### src/rtl/frame_config_pkg.sv
// Shared constants and types for the fabric configuration sequencer.
// Header layout: column in [31:24], frame in [23:16], [15:0] reserved.
package frame_config_pkg;

    localparam logic [31:0] SYNC_WORD   = 32'hFAB0_FAB1;
    localparam logic [31:0] DESYNC_WORD = 32'hFAB0_FAB0;

    localparam int HDR_COL_MSB   = 31;
    localparam int HDR_COL_LSB   = 24;
    localparam int HDR_FRAME_MSB = 23;
    localparam int HDR_FRAME_LSB = 16;
    localparam int HDR_FIELD_W   = 8;

    typedef enum logic [1:0] {
        IDLE   = 2'd0,
        HDR    = 2'd1,
        DATA   = 2'd2,
        STROBE = 2'd3
    } state_t;

endpackage

### src/rtl/frame_strobe_gen.sv
// One-hot FrameStrobe decoder plus the pulse-width counter that holds the
// selected strobe bit for exactly StrobeCycles clocks after a start request.
module frame_strobe_gen
    import frame_config_pkg::*;
#(
    parameter int NumColumns      = 4,
    parameter int MaxFramesPerCol = 20,
    parameter int StrobeCycles    = 2
) (
    input  logic                                  clk,
    input  logic                                  rst,
    input  logic                                  start,
    input  logic [HDR_FIELD_W-1:0]                col,
    input  logic [HDR_FIELD_W-1:0]                frame,
    output logic [NumColumns*MaxFramesPerCol-1:0] strobe,
    output logic                                  busy,
    output logic                                  last
);

    localparam int STROBE_W = NumColumns * MaxFramesPerCol;
    localparam int CNT_W    = (StrobeCycles > 1) ? $clog2(StrobeCycles) : 1;

    logic [STROBE_W-1:0] strobe_decoded;
    logic [STROBE_W-1:0] strobe_q;
    logic [CNT_W-1:0]    cnt_q;
    logic                busy_q;

    // Out-of-range addresses decode to all zeros, so a bad header can never light a bit.
    always_comb begin
        strobe_decoded = '0;
        for (int c = 0; c < NumColumns; c++) begin
            for (int f = 0; f < MaxFramesPerCol; f++) begin
                if ((col == HDR_FIELD_W'(c)) && (frame == HDR_FIELD_W'(f))) begin
                    strobe_decoded[c*MaxFramesPerCol+f] = 1'b1;
                end
            end
        end
    end

    always_ff @(posedge clk) begin
        if (rst) begin
            strobe_q <= '0;
            cnt_q    <= '0;
            busy_q   <= 1'b0;
        end else if (start) begin
            strobe_q <= strobe_decoded;
            cnt_q    <= CNT_W'(StrobeCycles - 1);
            busy_q   <= 1'b1;
        end else if (busy_q) begin
            if (cnt_q == '0) begin
                strobe_q <= '0;
                busy_q   <= 1'b0;
            end else begin
                cnt_q <= cnt_q - CNT_W'(1);
            end
        end
    end

    assign strobe = strobe_q;
    assign busy   = busy_q;
    assign last   = busy_q && (cnt_q == '0);

endmodule

### src/rtl/frame_config_ctrl.sv
// Configuration sequencer: assembles one frame per header from the bitstream
// and strobes it into the addressed column/frame of the tile array.
module frame_config_ctrl
    import frame_config_pkg::*;
#(
    parameter int NumColumns      = 4,
    parameter int NumRows         = 4,
    parameter int FrameBitsPerRow = 32,
    parameter int MaxFramesPerCol = 20,
    parameter int StrobeCycles    = 2
) (
    input  logic                                  CLK,
    input  logic                                  RST,
    input  logic [31:0]                           s_data,
    input  logic                                  s_valid,
    output logic                                  s_ready,
    output logic [NumRows*FrameBitsPerRow-1:0]    FrameData,
    output logic [NumColumns*MaxFramesPerCol-1:0] FrameStrobe,
    output logic                                  MODE,
    output logic                                  cfg_err,
    output logic [15:0]                           frames_done
);

    localparam int ROW_W = (NumRows > 1) ? $clog2(NumRows) : 1;

    state_t                 state;
    state_t                 state_next;
    logic [HDR_FIELD_W-1:0] col_q;
    logic [HDR_FIELD_W-1:0] frame_q;
    logic                   skip_q;
    logic [ROW_W-1:0]       row_q;

    logic                   accept;
    logic [HDR_FIELD_W-1:0] hdr_col;
    logic [HDR_FIELD_W-1:0] hdr_frame;
    logic                   hdr_bad;
    logic                   last_row;
    logic                   strobe_start;
    logic                   strobe_busy;
    logic                   strobe_last;

    assign s_ready      = (state != STROBE);
    assign accept       = s_valid && s_ready;
    assign hdr_col      = s_data[HDR_COL_MSB:HDR_COL_LSB];
    assign hdr_frame    = s_data[HDR_FRAME_MSB:HDR_FRAME_LSB];
    assign hdr_bad      = (32'(hdr_col) >= 32'(NumColumns)) ||
                          (32'(hdr_frame) >= 32'(MaxFramesPerCol));
    assign last_row     = (row_q == ROW_W'(NumRows - 1));
    assign strobe_start = (state == DATA) && accept && last_row && !skip_q;

    always_ff @(posedge CLK) begin
        if (RST) begin
            state <= IDLE;
        end else begin
            state <= state_next;
        end
    end

    // SYNC and DESYNC only carry meaning in IDLE and HDR; inside DATA they are payload.
    always_comb begin
        state_next = state;
        case (state)
            IDLE: begin
                if (accept && (s_data == SYNC_WORD)) begin
                    state_next = HDR;
                end
            end
            HDR: begin
                if (accept) begin
                    state_next = (s_data == DESYNC_WORD) ? IDLE : DATA;
                end
            end
            DATA: begin
                if (accept && last_row) begin
                    state_next = skip_q ? HDR : STROBE;
                end
            end
            STROBE: begin
                if (strobe_last || !strobe_busy) begin
                    state_next = HDR;
                end
            end
            default: state_next = IDLE;
        endcase
    end

    always_ff @(posedge CLK) begin
        if (RST) begin
            FrameData   <= '0;
            MODE        <= 1'b0;
            cfg_err     <= 1'b0;
            frames_done <= '0;
            col_q       <= '0;
            frame_q     <= '0;
            skip_q      <= 1'b0;
            row_q       <= '0;
        end else begin
            case (state)
                IDLE: begin
                    if (accept && (s_data == SYNC_WORD)) begin
                        MODE        <= 1'b1;
                        frames_done <= '0;
                        cfg_err     <= 1'b0;
                    end
                end
                HDR: begin
                    if (accept) begin
                        if (s_data == DESYNC_WORD) begin
                            MODE <= 1'b0;
                        end else begin
                            col_q   <= hdr_col;
                            frame_q <= hdr_frame;
                            row_q   <= '0;
                            skip_q  <= hdr_bad;
                            if (hdr_bad) begin
                                cfg_err <= 1'b1;
                            end
                        end
                    end
                end
                DATA: begin
                    if (accept) begin
                        FrameData[row_q*FrameBitsPerRow +: FrameBitsPerRow] <= s_data;
                        row_q <= row_q + ROW_W'(1);
                    end
                end
                STROBE: begin
                    if (strobe_last && (frames_done != 16'hFFFF)) begin
                        frames_done <= frames_done + 16'd1;
                    end
                end
                default: ;
            endcase
        end
    end

    frame_strobe_gen #(
        .NumColumns      (NumColumns),
        .MaxFramesPerCol (MaxFramesPerCol),
        .StrobeCycles    (StrobeCycles)
    ) u_strobe_gen (
        .clk    (CLK),
        .rst    (RST),
        .start  (strobe_start),
        .col    (col_q),
        .frame  (frame_q),
        .strobe (FrameStrobe),
        .busy   (strobe_busy),
        .last   (strobe_last)
    );

endmodule
### config.mk
export PLATFORM = sky130hd
export DESIGN_NAME = frame_config_ctrl
export DESIGN_NICKNAME = d
export VERILOG_FILES = /design/src/rtl/frame_config_pkg.sv /design/src/rtl/frame_strobe_gen.sv /design/src/rtl/frame_config_ctrl.sv
export SDC_FILE = /design/constraint.sdc
export NUM_CORES = 1
export LEC_CHECK = 0
export CELL_PAD_IN_SITES_DETAIL_PLACEMENT = 2
export CELL_PAD_IN_SITES_GLOBAL_PLACEMENT = 2
export CORE_MARGIN = 2
export CORE_UTILIZATION = 30
export DETAILED_ROUTE_END_ITERATION = 8
export PLACE_DENSITY = 0.95
export SYNTH_ARGS = -nofsm -noshare
export SYNTH_HDL_FRONTEND = slang
export SYNTH_SLANG_ARGS = --single-unit
### constraint.sdc
create_clock -name CLK -period 5.6 [get_ports CLK]
set_clock_uncertainty 0.05 [all_clocks]
set_input_delay 1.12 -clock CLK [delete_from_list [all_inputs] [get_ports CLK]]
set_output_delay 1.12 -clock CLK [all_outputs]
set_load 0.02 [all_outputs]
==> flow_summary.json, run 1 <==
{
  "run_status": "finished, final reports clean",
  "num_rows": 65,
  "grt-ovfl-total": 0,
  "worstPathCellList": "clkdlybuf4s50_1 -> nand4_1 -> or4_4 -> nor4_4 -> nor2_1 -> nand2_1 -> a21oi_1",
  "area_growth_pct": 41.6,
  "async_flop_share": 0,
  "core_area_um2": 31500,
  "report.final.slew_viol_count": 0,
  "cap_violations": 0,
  "cts_buffer_depth": 3,
  "worst_slew_pin_slew_ns": 1.18,
  "htree_levels": 1,
  "cp-start-kind": "input port",
  "grt_antenna_before_repair": 0,
  "cts_resized": 0,
  "antennaDiodeCount": 0,
  "fillCellCount": 3382,
  "clk_pin_slew_ns": 0.06,
  "grt_first_pass_wirelength_um": 67300,
  "pin_count": 262,
  "yosys.area_share.simple": 0.232,
  "cts_hold_buf": 0,
  "critPathKind": "input port to flip-flop",
  "whs_ns": 0.407,
  "crit_buf_inv": 1,
  "synth-seq-area-share": 0.522,
  "arrival_ns": 4.33,
  "dp_hpwl_um": 28300,
  "fin_util": 0.429,
  "cts_root_buf": "clkbuf_16",
  "leakagePower_nw": 4.37,
  "gp_congestion": 0.785,
  "post-cts-setup-buffers": 0,
  "synth-edff-count": 0,
  "grt_max_degree": 152,
  "die_w_um": 182,
  "ys_types": 50,
  "ys_top_cells_by_area": "dfxtp_1, a21oi_1, nand3_1",
  "synth_top_flop_cell": "dfxtp_1",
  "cts_buffers": 29,
  "drc_errors": 0,
  "synth-xor-area-share": 0,
  "setup_viol": 0,
  "hp-class": "flip-flop to flip-flop",
  "worst_ep_required_time_ns": 5.97,
  "final_nets": 1412,
  "routedWlPerCell_um": 24.7,
  "critPathSlowestCell": "nor4_4",
  "synth_common_cells": "dfxtp_1, nand2_1, a21oi_1",
  "yosys_warnings": 0,
  "period_minus_slack_ns": 3.96,
  "timing.fmax_mhz": 252,
  "cp_max_fo": 19,
  "synth-seq-cells": 249,
  "clkSinkCount": 249,
  "antenna_left": 0,
  "track_usage": 0.259,
  "die_area_um2": 33200,
  "synth_compound_area_frac": 0.188,
  "viasPerCell": 5.60,
  "slew_headroom": 0.203,
  "period_share": 0.708,
  "via_count": 10025,
  "cpPeakStageDelay_ns": 0.84,
  "die_y_um": 182,
  "finalInstanceArea_um2": 13500,
  "portBuffers": 261,
  "finalSetupTns_ns": 0,
  "avgSynthCellArea_um2": 8.30,
  "rsz0062_at_grt": "false",
  "grt_pass1_vias": 10940,
  "wl_um": 44100,
  "drive_above_1_share": 0.0584,
  "cp_top_family": "simple AND/OR/NAND/NOR gates",
  "synth_top_family_by_area": "simple AND/OR/NAND/NOR gates",
  "first_pass_iters": 5,
  "clock_latency_ns": 0.57,
  "initial_core_util": 0.303,
  "yosysMostFrequentCell": "dfxtp_1",
  "syn-cell-area_um2": 9540,
  "cts_tree": "done",
  "postSynthCellCount": 1150,
  "synth_top_area_frac": 0.522,
  "synth_fa_ha_area_frac": 0.0144,
  "drt_iter0_markers": 628,
  "hold_violations": 0,
  "power_density_nw_per_um2": 289,
  "end_kind": "flip-flop",
  "placedInstanceArea_um2": 12500,
  "max-vdd-ir-drop_uv": 212,
  "synth_fp_nets": 1196,
  "yosysTopAreaCell": "dfxtp_1",
  "synth.area.mux_share": 0.00210
}
-- flip-flops by register name, indices dropped and copies added, names as in the netlist --
| signal | count |
|---|---|
| u_strobe_gen.cnt_q | 1 |
| MODE | 1 |
| col_q | 8 |
| row_q | 2 |
| frame_q | 8 |
| state | 2 |
| cfg_err | 1 |
| FrameData | 128 |
| u_strobe_gen.strobe | 80 |
| frames_done | 16 |
| skip_q | 1 |
| u_strobe_gen.busy | 1 |
-- final timing paths --
check	start	endpoint	slack [ns]	cells after the start
max	s_data[28]	col_q[6]$_SDFFE_PP0P_	1.64	7
min	FrameData[89]$_SDFFE_PP0P_	FrameData[89]$_SDFFE_PP0P_	0.41	2
max reg2reg	state[0]$_SDFFE_PP0P_	col_q[6]$_SDFFE_PP0P_	2.44	7
min reg2reg	FrameData[89]$_SDFFE_PP0P_	FrameData[89]$_SDFFE_PP0P_	0.41	2
-- per-layer routing --
| metal | vias up | track usage | wire length [um] |
|---|---|---|---|
| met5 | - | 0 | 0 |
| met4 | 0 | 0.0923 | 1540 |
| met3 | 101 | 0.0714 | 3330 |
| met2 | 384 | 0.456 | 22000 |
| met1 | 5078 | 0.301 | 17300 |
| li1 | 4462 | - | - |
-- cells by family after synthesis --
kind of cell    count (synthesis)
flops                         249
fa+ha+maj                      11
buf+inv                       104
mux                             2
simple gates                  486
compound gates                298
-- cell type report --
| cell class | count | area, um^2 | area share |
|---|---|---|---|
| flip-flops and latches | 249 | 4980 | 0.369 |
| clock inverters | 8 | 155 | 0.0115 |
| multi-input cells | 797 | 4200 | 0.311 |
| well taps | 402 | 503 | 0.0372 |
| inverters | 8 | 30.0 | 0.00222 |
| repair buffers | 281 | 2780 | 0.206 |
| clock buffers | 44 | 862 | 0.0638 |
-- through the flow --
stage | worst slack (ns) | power, mW | cells
global placement | 1.27 | 1.90 | 1737
floorplan | 2.62 | 1.84 | 1150
CTS | 1.66 | 3.93 | 1789
global route | 1.47 | 4.01 | 1789
detailed placement | 1.16 | 1.90 | 1737
finish | 1.64 | 3.90 | 1789
-- cell usage in the layout (no fill, tap or decap), types with 8 or more instances in the layout --
master and n:
o21ai_0 16, nand2_1 164, clkbuf_16 29, a21oi_1 163
nor2_1 114, nor3_1 11, and3_1 9, a22oi_1 80
nand3_1 145, clkbuf_8 8, ha_1 11, o21ai_1 10
buf_4 19, clkdlybuf4s50_1 260, dfxtp_1 249
-- power by group --
part,switching (mW),internal (mW)
sequential,0.00000000284,1.77
clock,0.793,1.24
combinational,0.0673,0.0276
-- worst min-delay path, stage by stage, from the launching register on --
cell and delay [ns]:
dfxtp_1 0.31, nand2_1 0.05, a21oi_1 0.05
Note: power is estimated with default switching activity, not from simulation.
==> run 2: changes to the inputs <==
Settings changed: CORE_UTILIZATION 30 to 27, PLACE_DENSITY 0.95 to 0.89.
Clock period 5.6 ns to 4 ns, I/O delays scaled along.
==> run 2 against run 1 <==
Compared with the run above:
- via count decreased by 1.3%
- routed wire length is 1.8% lower
- first-iteration DRC count is 20% lower
- final cell count up 4.4%
- register-to-register slack got worse by 1.7 ns
- utilization is 3.3 points lower
- hold slack lost 0.0026 ns
- critical path depth fell by 4
- largest power group unchanged
- highest routed layer is now met5
==> flow_summary.json, run 2 (synthesized netlist as in run 1, its figures left out) <==
{
  "grt_antenna_before_repair": 3,
  "die_w_um": 192,
  "track_usage": 0.231,
  "period_share": 0.862,
  "wl_um": 43300,
  "finalInstanceArea_um2": 13700,
  "viasPerCell": 5.30,
  "htree_levels": 1,
  "power.share.sequential": 0.464,
  "worstRegToRegCells": 6,
  "total_power_mw": 5.34,
  "grt_first_pass_wirelength_um": 65600,
  "cp_max_fo": 13,
  "period_minus_slack_ns": 3.45,
  "drive_above_1_share": 0.0758,
  "critPathKind": "flip-flop to output port",
  "report.final.slew_viol_count": 0,
  "clk_pin_slew_ns": 0.06,
  "pwr-share-comb": 0.028,
  "worst_ep_required_time_ns": 3.15,
  "slew_headroom": 0.240,
  "first_pass_iters": 4,
  "critical_path.startpoint": "state[0]$_SDFFE_PP0P_",
  "setup_viol": 0,
  "hp-class": "flip-flop to flip-flop",
  "p_sw_mw": 1.19,
  "arrival_ns": 2.60,
  "hold_violations": 0,
  "antenna_left": 0,
  "rr_endpoint": "col_q[4]$_SDFFE_PP0P_",
  "via_count": 9899,
  "initial_core_util": 0.276,
  "drc_errors": 0,
  "gp_congestion": 0.793,
  "pwr-share-clk": 0.508,
  "final_nets": 1436,
  "cp-start-kind": "flip-flop",
  "timing.fmax_mhz": 290,
  "worst_slew_pin_slew_ns": 1.14,
  "routedWlPerCell_um": 23.2,
  "area_growth_pct": 44.0,
  "portBuffers": 261,
  "layout_commonest_cell": "clkdlybuf4s50_1",
  "grt_max_degree": 105,
  "layout_common_cells": "clkdlybuf4s50_1, dfxtp_1, nand2_1",
  "cts_tree": "done",
  "placedInstanceArea_um2": 12800,
  "top_register": "FrameData",
  "rsz0062_at_grt": "false",
  "cts_buffer_depth": 3,
  "cts_hold_buf": 0,
  "cap_violations": 0,
  "die_area_um2": 36900,
  "post-cts-setup-buffers": 0,
  "drt_iter0_markers": 501,
  "clkSinkCount": 249,
  "cts_buffers": 29,
  "grt_pass1_vias": 10888,
  "p_int_mw": 4.15,
  "finalSetupTns_ns": 0,
  "power_density_nw_per_um2": 389,
  "r2r_setup_slack_ns": 0.73,
  "grt-ovfl-total": 0,
  "end_kind": "output port",
  "num_rows": 68,
  "fin_util": 0.397,
  "run_status": "finished, final reports clean",
  "cts_root_buf": "clkbuf_16",
  "max-vdd-ir-drop_uv": 323,
  "cts_resized": 0,
  "core_area_um2": 34600,
  "clock_latency_ns": 0.56,
  "leakagePower_nw": 4.49,
  "die_y_um": 192,
  "dp_hpwl_um": 29100,
  "netSwitchingFraction": 0.223,
  "crit_path_end": "s_ready",
  "pin_count": 262,
  "largest_reg_flops": 128,
  "reg2reg_from": "state[0]$_SDFFE_PP0P_"
}
run 2: cell types whose count changed in the layout (fill, tap and decap cells not counted), sizes merged:
cell and delta:
bufinv -2, buf +24, clkbuf -1, clkinv +3, diode +2
run 2: final cells by class:
cell class	instances	area (um^2)
antenna	2	5.00
clock buffer	43	868
clock inverter	9	98.8
fill	3754	20900
inverter	8	30.0
multi-input combinational	797	4200
sequential	249	4980
tap	455	569
timing repair buffer	305	2980
run 2: worst min-delay path by stage:
stage                                     startpoint                         end  slack, ns  cells after the start
final                     FrameData[94]$_SDFFE_PP0P_  FrameData[94]$_SDFFE_PP0P_       0.40                      2
after global routing      FrameData[82]$_SDFFE_PP0P_  FrameData[82]$_SDFFE_PP0P_       0.42                      2
after CTS                 FrameData[94]$_SDFFE_PP0P_  FrameData[94]$_SDFFE_PP0P_       0.41                      2
after detailed placement  FrameData[69]$_SDFFE_PP0P_  FrameData[69]$_SDFFE_PP0P_       0.40                      2
after global placement    FrameData[31]$_SDFFE_PP0P_  FrameData[31]$_SDFFE_PP0P_       0.39                      2
after floorplan                col_q[7]$_SDFFE_PP0P_       col_q[7]$_SDFFE_PP0P_       0.40                      2
run 2: critical path, cell delays in order (launching register included):
cell             delay (ns)
dfxtp_1                0.41
ha_1                   0.57
clkinv_1               0.42
clkdlybuf4s50_1        0.65
run 2: power groups by stage:
| stage | clock, mW | combinational (mW) | sequential (mW) |
|---|---|---|---|
| finish | 2.71 | 0.147 | 2.48 |
| global route | 2.87 | 0.157 | 2.48 |
| detailed placement | 0 | 0.146 | 2.53 |
| CTS | 2.75 | 0.147 | 2.48 |
| floorplan | 0 | 0.0454 | 2.53 |
| global placement | 0 | 0.144 | 2.53 |
run 2: routing by layer:
metal  track usage  vias to the layer above  routed length, um
li1              -                     4520                  -
met1         0.264                     4970              17200
met2         0.405                      315              21200
met3        0.0731                       92               3430
met4        0.0799                        2               1540
met5             0                        -                 16
run 2: through the flow:
step,std cells,hold slack (ns),worst slack (ns)
global placement,1814,0.387,0.465
finish,1868,0.404,0.552
floorplan,1150,0.404,1.34
detailed placement,1814,0.397,0.314
global route,1868,0.423,0.423
CTS,1866,0.406,0.558
